**src/rtl/mips_mem_pkg.sv**
```systemverilog
// Shared constants for the MIPS unified-memory arbiter.
// Optional build macro: MEM_ARB_PERF_EN adds the per-port wait-cycle counters.
package mips_mem_pkg;

    // Default memory geometry
    localparam int unsigned AW_DEF   = 10;
    localparam int unsigned DW_DEF   = 32;

    // Latency counter covers RD_LAT-1 for RD_LAT in 1..4
    localparam int unsigned LAT_CW   = 2;

    // Starvation streak counter width (MAX_STREAK up to 15)
    localparam int unsigned STREAK_W = 4;

    // Response tracker states
    localparam logic [0:0] ST_IDLE = 1'b0;
    localparam logic [0:0] ST_WAIT = 1'b1;

    // Read owner tags
    localparam logic OWN_I = 1'b0;
    localparam logic OWN_D = 1'b1;

    // Value loaded into the latency counter when a read is issued
    function automatic logic [LAT_CW-1:0] lat_load(input int unsigned rd_lat);
        return LAT_CW'(rd_lat - 1);
    endfunction

endpackage

```
**src/rtl/mem_arb_resp_tracker.sv**
```systemverilog
// Tracks the single outstanding memory read: counts down the read latency
// and remembers which port owns the returning data.
module mem_arb_resp_tracker
    import mips_mem_pkg::*;
#(
    parameter int unsigned RD_LAT = 1
) (
    input  logic clk,
    input  logic rst_n,
    input  logic rd_start,
    input  logic start_owner,
    output logic busy_c,
    output logic resp_c,
    output logic resp_owner
);

    logic [0:0]        state_q;
    logic [0:0]        state_d;
    logic [LAT_CW-1:0] cnt_q;
    logic [LAT_CW-1:0] cnt_d;
    logic              owner_q;
    logic              owner_d;

    // State, counter and owner registers; reset discards any in-flight read
    always_ff @(posedge clk or negedge rst_n) begin
        if (!rst_n) begin
            state_q <= ST_IDLE;
            cnt_q   <= '0;
            owner_q <= OWN_I;
        end else begin
            state_q <= state_d;
            cnt_q   <= cnt_d;
            owner_q <= owner_d;
        end
    end

    // Next state: load on a read issue, count down, chain a new read in the response cycle
    always_comb begin
        state_d = state_q;
        cnt_d   = cnt_q;
        owner_d = owner_q;
        case (state_q)
            ST_IDLE: begin
                if (rd_start) begin
                    state_d = ST_WAIT;
                    cnt_d   = lat_load(RD_LAT);
                    owner_d = start_owner;
                end
            end
            ST_WAIT: begin
                if (cnt_q != '0) begin
                    cnt_d = cnt_q - LAT_CW'(1);
                end else if (rd_start) begin
                    cnt_d   = lat_load(RD_LAT);
                    owner_d = start_owner;
                end else begin
                    state_d = ST_IDLE;
                end
            end
            default: begin
                state_d = ST_IDLE;
                cnt_d   = '0;
            end
        endcase
    end

    assign busy_c     = (state_q == ST_WAIT);
    assign resp_c     = (state_q == ST_WAIT) && (cnt_q == '0);
    assign resp_owner = owner_q;

endmodule

```
**src/rtl/mips_mem_arbiter.sv**
```systemverilog
// Single-port memory arbiter sharing one unified memory between the
// instruction-fetch port and the load/store port of the MIPS32 core.
// Optional build macro: MEM_ARB_PERF_EN adds i_wait_cnt / d_wait_cnt outputs.
module mips_mem_arbiter
    import mips_mem_pkg::*;
#(
    parameter int unsigned AW         = AW_DEF,
    parameter int unsigned DW         = DW_DEF,
    parameter int unsigned RD_LAT     = 1,
    parameter int unsigned MAX_STREAK = 4
) (
    input  logic          clk,
    input  logic          rst_n,
    input  logic          i_req,
    input  logic [AW-1:0] i_addr,
    output logic          i_gnt,
    output logic          i_rvalid,
    output logic [DW-1:0] i_rdata,
    input  logic          d_req,
    input  logic          d_we,
    input  logic [AW-1:0] d_addr,
    input  logic [DW-1:0] d_wdata,
    output logic          d_gnt,
    output logic          d_rvalid,
    output logic [DW-1:0] d_rdata,
`ifdef MEM_ARB_PERF_EN
    output logic [15:0]   i_wait_cnt,
    output logic [15:0]   d_wait_cnt,
`endif
    output logic          mem_en,
    output logic          mem_we,
    output logic [AW-1:0] mem_addr,
    output logic [DW-1:0] mem_wdata,
    input  logic [DW-1:0] mem_rdata
);

    localparam logic [STREAK_W-1:0] STREAK_MAX = STREAK_W'(MAX_STREAK);

    logic                busy_c;
    logic                resp_c;
    logic                resp_owner;
    logic                slot_c;
    logic                d_win_c;
    logic                i_win_c;
    logic                rd_start_c;
    logic                start_owner_c;
    logic [STREAK_W-1:0] streak_q;

    mem_arb_resp_tracker #(
        .RD_LAT (RD_LAT)
    ) u_resp (
        .clk         (clk),
        .rst_n       (rst_n),
        .rd_start    (rd_start_c),
        .start_owner (start_owner_c),
        .busy_c      (busy_c),
        .resp_c      (resp_c),
        .resp_owner  (resp_owner)
    );

    // Arbitration slot and winner selection; D is favoured until the streak limit
    always_comb begin
        slot_c  = !busy_c || resp_c;
        d_win_c = rst_n && slot_c && d_req && (streak_q < STREAK_MAX);
        i_win_c = rst_n && slot_c && i_req && (!d_req || (streak_q == STREAK_MAX));
    end

    assign i_gnt         = i_win_c;
    assign d_gnt         = d_win_c;
    assign rd_start_c    = i_win_c || (d_win_c && !d_we);
    assign start_owner_c = d_win_c ? OWN_D : OWN_I;

    // Memory drive comes straight from the winning requester
    always_comb begin
        mem_en    = i_win_c || d_win_c;
        mem_we    = d_win_c && d_we;
        mem_addr  = '0;
        mem_wdata = '0;
        if (d_win_c) begin
            mem_addr  = d_addr;
            mem_wdata = d_wdata;
        end else if (i_win_c) begin
            mem_addr  = i_addr;
        end
    end

    // Response steering: only the recorded owner sees data
    always_comb begin
        i_rvalid = rst_n && resp_c && (resp_owner == OWN_I);
        d_rvalid = rst_n && resp_c && (resp_owner == OWN_D);
        i_rdata  = i_rvalid ? mem_rdata : '0;
        d_rdata  = d_rvalid ? mem_rdata : '0;
    end

    // Consecutive D grants while I is waiting; saturating, cleared when I is served or idle
    always_ff @(posedge clk or negedge rst_n) begin
        if (!rst_n) begin
            streak_q <= '0;
        end else if (!i_req || i_win_c) begin
            streak_q <= '0;
        end else if (d_win_c && (streak_q < STREAK_MAX)) begin
            streak_q <= streak_q + STREAK_W'(1);
        end
    end

`ifdef MEM_ARB_PERF_EN
    // Saturating counts of cycles each port spends stalled on a request
    always_ff @(posedge clk or negedge rst_n) begin
        if (!rst_n) begin
            i_wait_cnt <= '0;
            d_wait_cnt <= '0;
        end else begin
            if (i_req && !i_win_c && (i_wait_cnt != 16'hFFFF)) begin
                i_wait_cnt <= i_wait_cnt + 16'd1;
            end
            if (d_req && !d_win_c && (d_wait_cnt != 16'hFFFF)) begin
                d_wait_cnt <= d_wait_cnt + 16'd1;
            end
        end
    end
`endif

endmodule

```
**config.mk**
```make
export PLATFORM = sky130hd
export DESIGN_NAME = mips_mem_arbiter
export DESIGN_NICKNAME = d
export VERILOG_FILES = /design/src/rtl/mips_mem_pkg.sv /design/src/rtl/mem_arb_resp_tracker.sv /design/src/rtl/mips_mem_arbiter.sv
export SDC_FILE = /design/constraint.sdc
export NUM_CORES = 1
export LEC_CHECK = 0
export BUFFER_PORTS_ARGS = -buffer_cell sky130_fd_sc_hd__buf_2
export CORE_AREA = 2 2 77 79
export CTS_CLUSTER_SIZE = 25
export DETAILED_ROUTE_END_ITERATION = 7
export DIE_AREA = 0 0 79 81
export PLACE_DENSITY = 0.72
export SLEW_MARGIN = 5
export SYNTH_ARGS = -nofsm -noshare
export SYNTH_HDL_FRONTEND = slang
export SYNTH_SLANG_ARGS = --single-unit
```
**constraint.sdc**
```tcl
create_clock -name clk -period 1.7 [get_ports clk]
set_clock_uncertainty 0.1 [all_clocks]
set_input_delay 0.085 -clock clk [delete_from_list [all_inputs] [get_ports clk]]
set_output_delay 0.085 -clock clk [all_outputs]
set_load 0.05 [all_outputs]
```
# After elaboration in Yosys (flattened, before gate mapping)
# Index checks and enable logic that the tools add are counted.
[word_totals] output_inout_bits=112 ff_bits=8
[classes] n_lt_le_gt_ge=1 mux=17 n_reduce_logical=24 n_eq_ne=2 n_addsub=2 n_bitwise=2
[op_table] operator="two-way mux 32 bit" n=3
[op_table] operator="two-way mux 10 bit" n=2
[op_table] operator="logical AND 1 bit" n=12
[op_table] operator="two-way mux 4 bit" n=2
[op_table] operator="logical OR 1 bit" n=5
[op_table] operator="two-way mux 1 bit" n=5
[op_table] operator="adder 4 x 1 -> 4 bit (second input constant)" n=1
[op_table] operator="== test 4 x 3 -> 1 bit (second input constant)" n=1
[op_table] operator="logical NOT 1 bit" n=4
[op_table] operator="< comparator 4 x 3 -> 1 bit (second input constant)" n=1
[op_table] operator="two-way mux 2 bit" n=2
[op_table] operator="one-hot mux 1 bit (2 select lines)" n=2
[op_table] operator="one-hot mux 2 bit (2 select lines)" n=1
[op_table] operator="nonzero test 2 bit" n=2
[op_table] operator="logical NOT 2 bit" n=1
[op_table] operator="!= test 2 bit (second input constant)" n=1
[op_table] operator="NOT 1 bit" n=2
[op_table] operator="subtractor 2 x 1 -> 2 bit (second input constant)" n=1

# Longest topological paths before layout
[logic_depth] ltp_word=11 mapped_depth=7 ltp_nobuf=6

# Cells and area by module
# A second synthesis with hierarchy kept.
[unflattened] hier_cells=167 hier_area_um2=1287.5
[modules_own_cells] mod="mips_mem_arbiter" instances=1 cells_each=151 area_each_um2=1111.1
[modules_own_cells] mod="mem_arb_resp_tracker" instances=1 cells_each=16 area_each_um2=176.4

# Worst setup path before layout
# Ideal clock, no wire load.
[synth_timing] kind="register to register" startpoint="reg u_resp.cnt_q[1]" endpoint="reg u_resp.owner_q (netlist: u_resp.resp_owner)" stages_incl_launch_ff=5 slack_ns=-0.664 t_arrival_ns=2.075 period_less_slack_ns=2.364 required_time_ns=1.411 cell_sequence="dfrtp_1 o21ai_1 nand2_1 nor3_1 nor3_1"
[synth_between] word_cells_on_any_way=16
[synth_rtl] item="from (decl)" line="mem_arb_resp_tracker.sv:19" source="logic [LAT_CW-1:0] cnt_q;"
[synth_rtl] item="from (signal assigned)" line="mem_arb_resp_tracker.sv:32" source="cnt_q <= cnt_d;"
[synth_rtl] item="logical NOT 2 bit (*)" line="mem_arb_resp_tracker.sv:68" source="assign resp_c = (state_q == ST_WAIT) && (cnt_q == '0);"
[synth_rtl] item="logical AND 1 bit (*)" line="mem_arb_resp_tracker.sv:68"
[synth_rtl] item="logical OR 1 bit (*)" line="mips_mem_arbiter.sv:63" source="slot_c = !busy_c || resp_c;"
[synth_rtl] item="logical AND 1 bit (*) (3 in a row)" line="mips_mem_arbiter.sv:65" source="i_win_c = rst_n && slot_c && i_req && (!d_req || (streak_q == STREAK_MAX));"
[synth_rtl] item="named net i_gnt" line="mips_mem_arbiter.sv:16" source="output logic i_gnt,"
[synth_rtl] item="logical OR 1 bit (*)" line="mips_mem_arbiter.sv:70" source="assign rd_start_c = i_win_c || (d_win_c && !d_we);"
[synth_rtl] item="two-way mux 1 bit (*)" line="mem_arb_resp_tracker.sv:44, mem_arb_resp_tracker.sv:53"
[synth_rtl] item="two-way mux 1 bit" line="mem_arb_resp_tracker.sv:51" source="if (cnt_q != '0) begin"
[synth_rtl] item="one-hot mux 1 bit (2 select lines) (*)" line="mem_arb_resp_tracker.sv:42" source="case (state_q)"
[synth_rtl] item="to (signal assigned)" line="mem_arb_resp_tracker.sv:33" source="owner_q <= owner_d;"
[synth_rtl] item="to (decl)" line="mem_arb_resp_tracker.sv:21" source="logic owner_q;"
# Mark *: on every way through the listed nets, which the timed path passes. The rest lies on a longest branch. The select of a mux whose other input is x is not followed.
# A chain may end at the register's enable or synchronous reset.

# Final worst setup path
[layout_timing] startpoint="reg streak_q[1]" endpoint="out mem_addr[9]"
[layout_between] elab_chain_len=5 word_cells_on_any_way=7
[layout_lines] item="from (decl)" line="mips_mem_arbiter.sv:47" source="logic [STREAK_W-1:0] streak_q;"
[layout_lines] item="from (signal assigned)" line="mips_mem_arbiter.sv:102" source="streak_q <= streak_q + STREAK_W'(1);"
[layout_lines] item="== test 4 x 3 -> 1 bit" line="mips_mem_arbiter.sv:65"
[layout_lines] item="logical OR 1 bit" line="mips_mem_arbiter.sv:65"
[layout_lines] item="logical AND 1 bit" line="mips_mem_arbiter.sv:65"
[layout_lines] item="two-way mux 10 bit" line="mips_mem_arbiter.sv:82" source="end else if (i_win_c) begin"
[layout_lines] item="two-way mux 10 bit (*)" line="mips_mem_arbiter.sv:79" source="if (d_win_c) begin"
[layout_lines] item="to (decl)" line="mips_mem_arbiter.sv:32" source="output logic [AW-1:0] mem_addr,"
# Mark *: on every way between the ends. The rest lies on a longest branch, timed or not.

==> results.cfg <==
[run_status]
status = complete, but fails checks
violations = setup timing

[yosys]
ys_ff_latch = 8
yosysWarnings = 0
ys_seq_area_frac = 0.1610
syn_inst = 177
synth_fp_nets = 268
synth-main-ff-cell = dfrtp_1
syn-cell-area_sq_mm = 0.001244
ys_top_cells_by_area = and2_1, dfrtp_1, a22oi_1
yosys.area.top_type_share = 0.4930
avgSynthCellArea_sq_um = 7.027
synth_cell_types = 29
post-synth-top-area-cell = and2_1
async_reset_ff_frac = 1.000
synth_edf_count = 0

[grt]
grt_use_met3 = 0.04556
track_usage = 0.2037
grt_first_pass_wirelength_mm = 10.43
grt_pass1_vias = 2109
grt_util_met2 = 0.3975
antenna_found_initial = 1
busiest_layer = met2
use_met1 = 0.2180
grt_overflow = 0
grt_max_degree = 34

[sta]
fin_tns_setup_ns = -16.30
slew_violations = 0
worst_pin_slew_ns = 0.7585
relSlewSlack = 0.4872
setup_viol = 112
hold_viol = 0
hold_slack_ns = 0.02119
setup_slack_ns = -0.2676
fmax_ghz = 0.5082
rsz0062_at_grt = yes
fin_crit_sh = 1.157
period_needed_ns = 1.968

[routing]
antenna_left = 0
drtPass1Iterations = 4
drc = 0
wirelength_mm = 8.351
vias_per_cell = 4.554
wire_per_inst_um = 17.33
vias = 2195
drt_iter0_drc = 38

[place]
dp_worst_setup_slack_ns = -0.007595
gpl.final_weighted_congestion = 0.7853
portBuffers = 200
place.detailed.hpwl_mm = 4.146
placed_cell_area_sq_mm = 0.002556

[floorplan]
ioPinCount = 201
die_h_um = 81
fp.dieW_um = 79
die_area_sq_mm = 0.006399
core_sq_mm = 0.005675
initial_core_util = 0.2191
num_rows = 28

[critical_path]
worstPathMaxFanout = 5
critPathRequiredTime_ns = 1.51
crit_type = flop to primary output
critPathLaunchType = flop
end_kind = primary output
crit_arrival_ns = 1.78

[clocking]
clkSinkCount = 8
root_buffer = clkbuf_8
cts_max_level = 1
cts_buffers = 3
clk_pin_slew_ns = 0.04
clock_latency_ns = 0.24
cts_tree = yes
clk_path_buf_depth = 2

[pwr]
p_leak_uw = 0.002105
p_per_area_mw_per_mm2 = 358.1
peakVddDrop_mv = 0.4861
total_power_uw = 1480

[hold_path]
hp-class = primary input to flop

[finish]
final_common_cell = buf_2
final_cell_mix = buf_2, buf_8, and2_4
fin_nets = 499
layout-area-overhead-vs-synth_pct = 232.3
stdcell_area_sq_mm = 0.004133
drive_above_1_share = 0.9015

[run]
cap_violations = 0
-- path summary, 6_finish.rpt --
path | endpoint | cells after the start | slack (ns) | start
worst max-delay path | mem_addr[9] | 8 | -0.27 | streak_q[1]
worst min-delay path | streak_q[1] | 3 | 0.02 | i_req
worst max register to register | u_resp.cnt_q[1] | 8 | -0.10 | streak_q[1]
worst min register to register | u_resp.cnt_q[0] | 2 | 0.55 | u_resp.cnt_q[0]
max in group asynchronous | u_resp.busy_c | 3 | 0.86 | rst_n
min in group asynchronous | u_resp.cnt_q[1] | 2 | 0.29 | rst_n
-- final cells by class --
| cell class | instances | area, sq um |
|---|---|---|
| diodes | 1 | 2.502 |
| clock buffers | 3 | 41.29 |
| fillers | 393 | 1543 |
| inverters | 5 | 18.77 |
| multi-input cells | 151 | 1277 |
| flip-flops and latches | 8 | 200.2 |
| well taps | 75 | 93.84 |
| repair buffers | 239 | 2499 |
-- logic make-up (layout without fill, tap and decap cells) --
kind of cell / count (synthesis) / after routing / synth area share
flops: 8 / 8 / 0.1610
simple gates: 126 / 126 / 0.6237
fa+ha+maj: 2 / 2 / 0.02012
buf+inv: 18 / 247 / 0.06539
other cells: 0 / 1 / 0
compound gates: 23 / 23 / 0.1298
-- through the flow --
step | util | cells
2_1_floorplan | - | 177
3_3_place_gp | 0.4504 | 452
3_5_place_dp | 0.4504 | 452
4_1_cts | 0.6504 | 473
5_1_grt | 0.7277 | 481
6_report | 0.7282 | 482
-- synth_stat cells (2+ instances only) --
master    instances
a21oi_1           4
a22oi_1          10
and2_1           98
buf_2             8
clkbuf_1          4
dfrtp_1           8
ha_1              2
inv_1             4
nand2_1           2
nor2_1           14
nor3_1            3
o211a_1           2
o21ai_1           2
-- state kept, by name, indices dropped and copies added (netlist names) --
register	count
streak_q	4
u_resp.busy_c	1
u_resp.cnt_q	2
u_resp.resp_owner	1
-- power breakdown --
group	leakage (uW)	internal (uW)	switching, uW	total [uW]
Combinational	0.00198	476	555	1030
Clock	0.0000216	154	85.5	240
Sequential	0.000108	199	9.79	209
-- per-layer routing --
metal / wire length [um] / up-vias
met2: 4671 / 124
met4: 203 / 0
met5: 0 / -
met1: 2873 / 1021
met3: 602 / 19
li1: - / 1031
-- worst max-delay path: stages (launching register included) --
cell	delay (ns)
dfrtp_1	0.40
inv_2	0.09
ha_4	0.13
nand3b_1	0.12
a21oi_2	0.26
buf_6	0.17
a22oi_2	0.05
nor2_1	0.14
buf_6	0.17
-- what timing repair did --
action / in CTS / in global routing
endpoints found under the hold margin: 8 / 0
buffers inserted: 12 / 6
setup endpoints to repair: 112 / 118
cloned: 5 / 5
gates resized for setup: 282 / 114
hold buffers: 1 / 0
pin swaps: 13 / 54
Power figures use the tool's default switching activity.
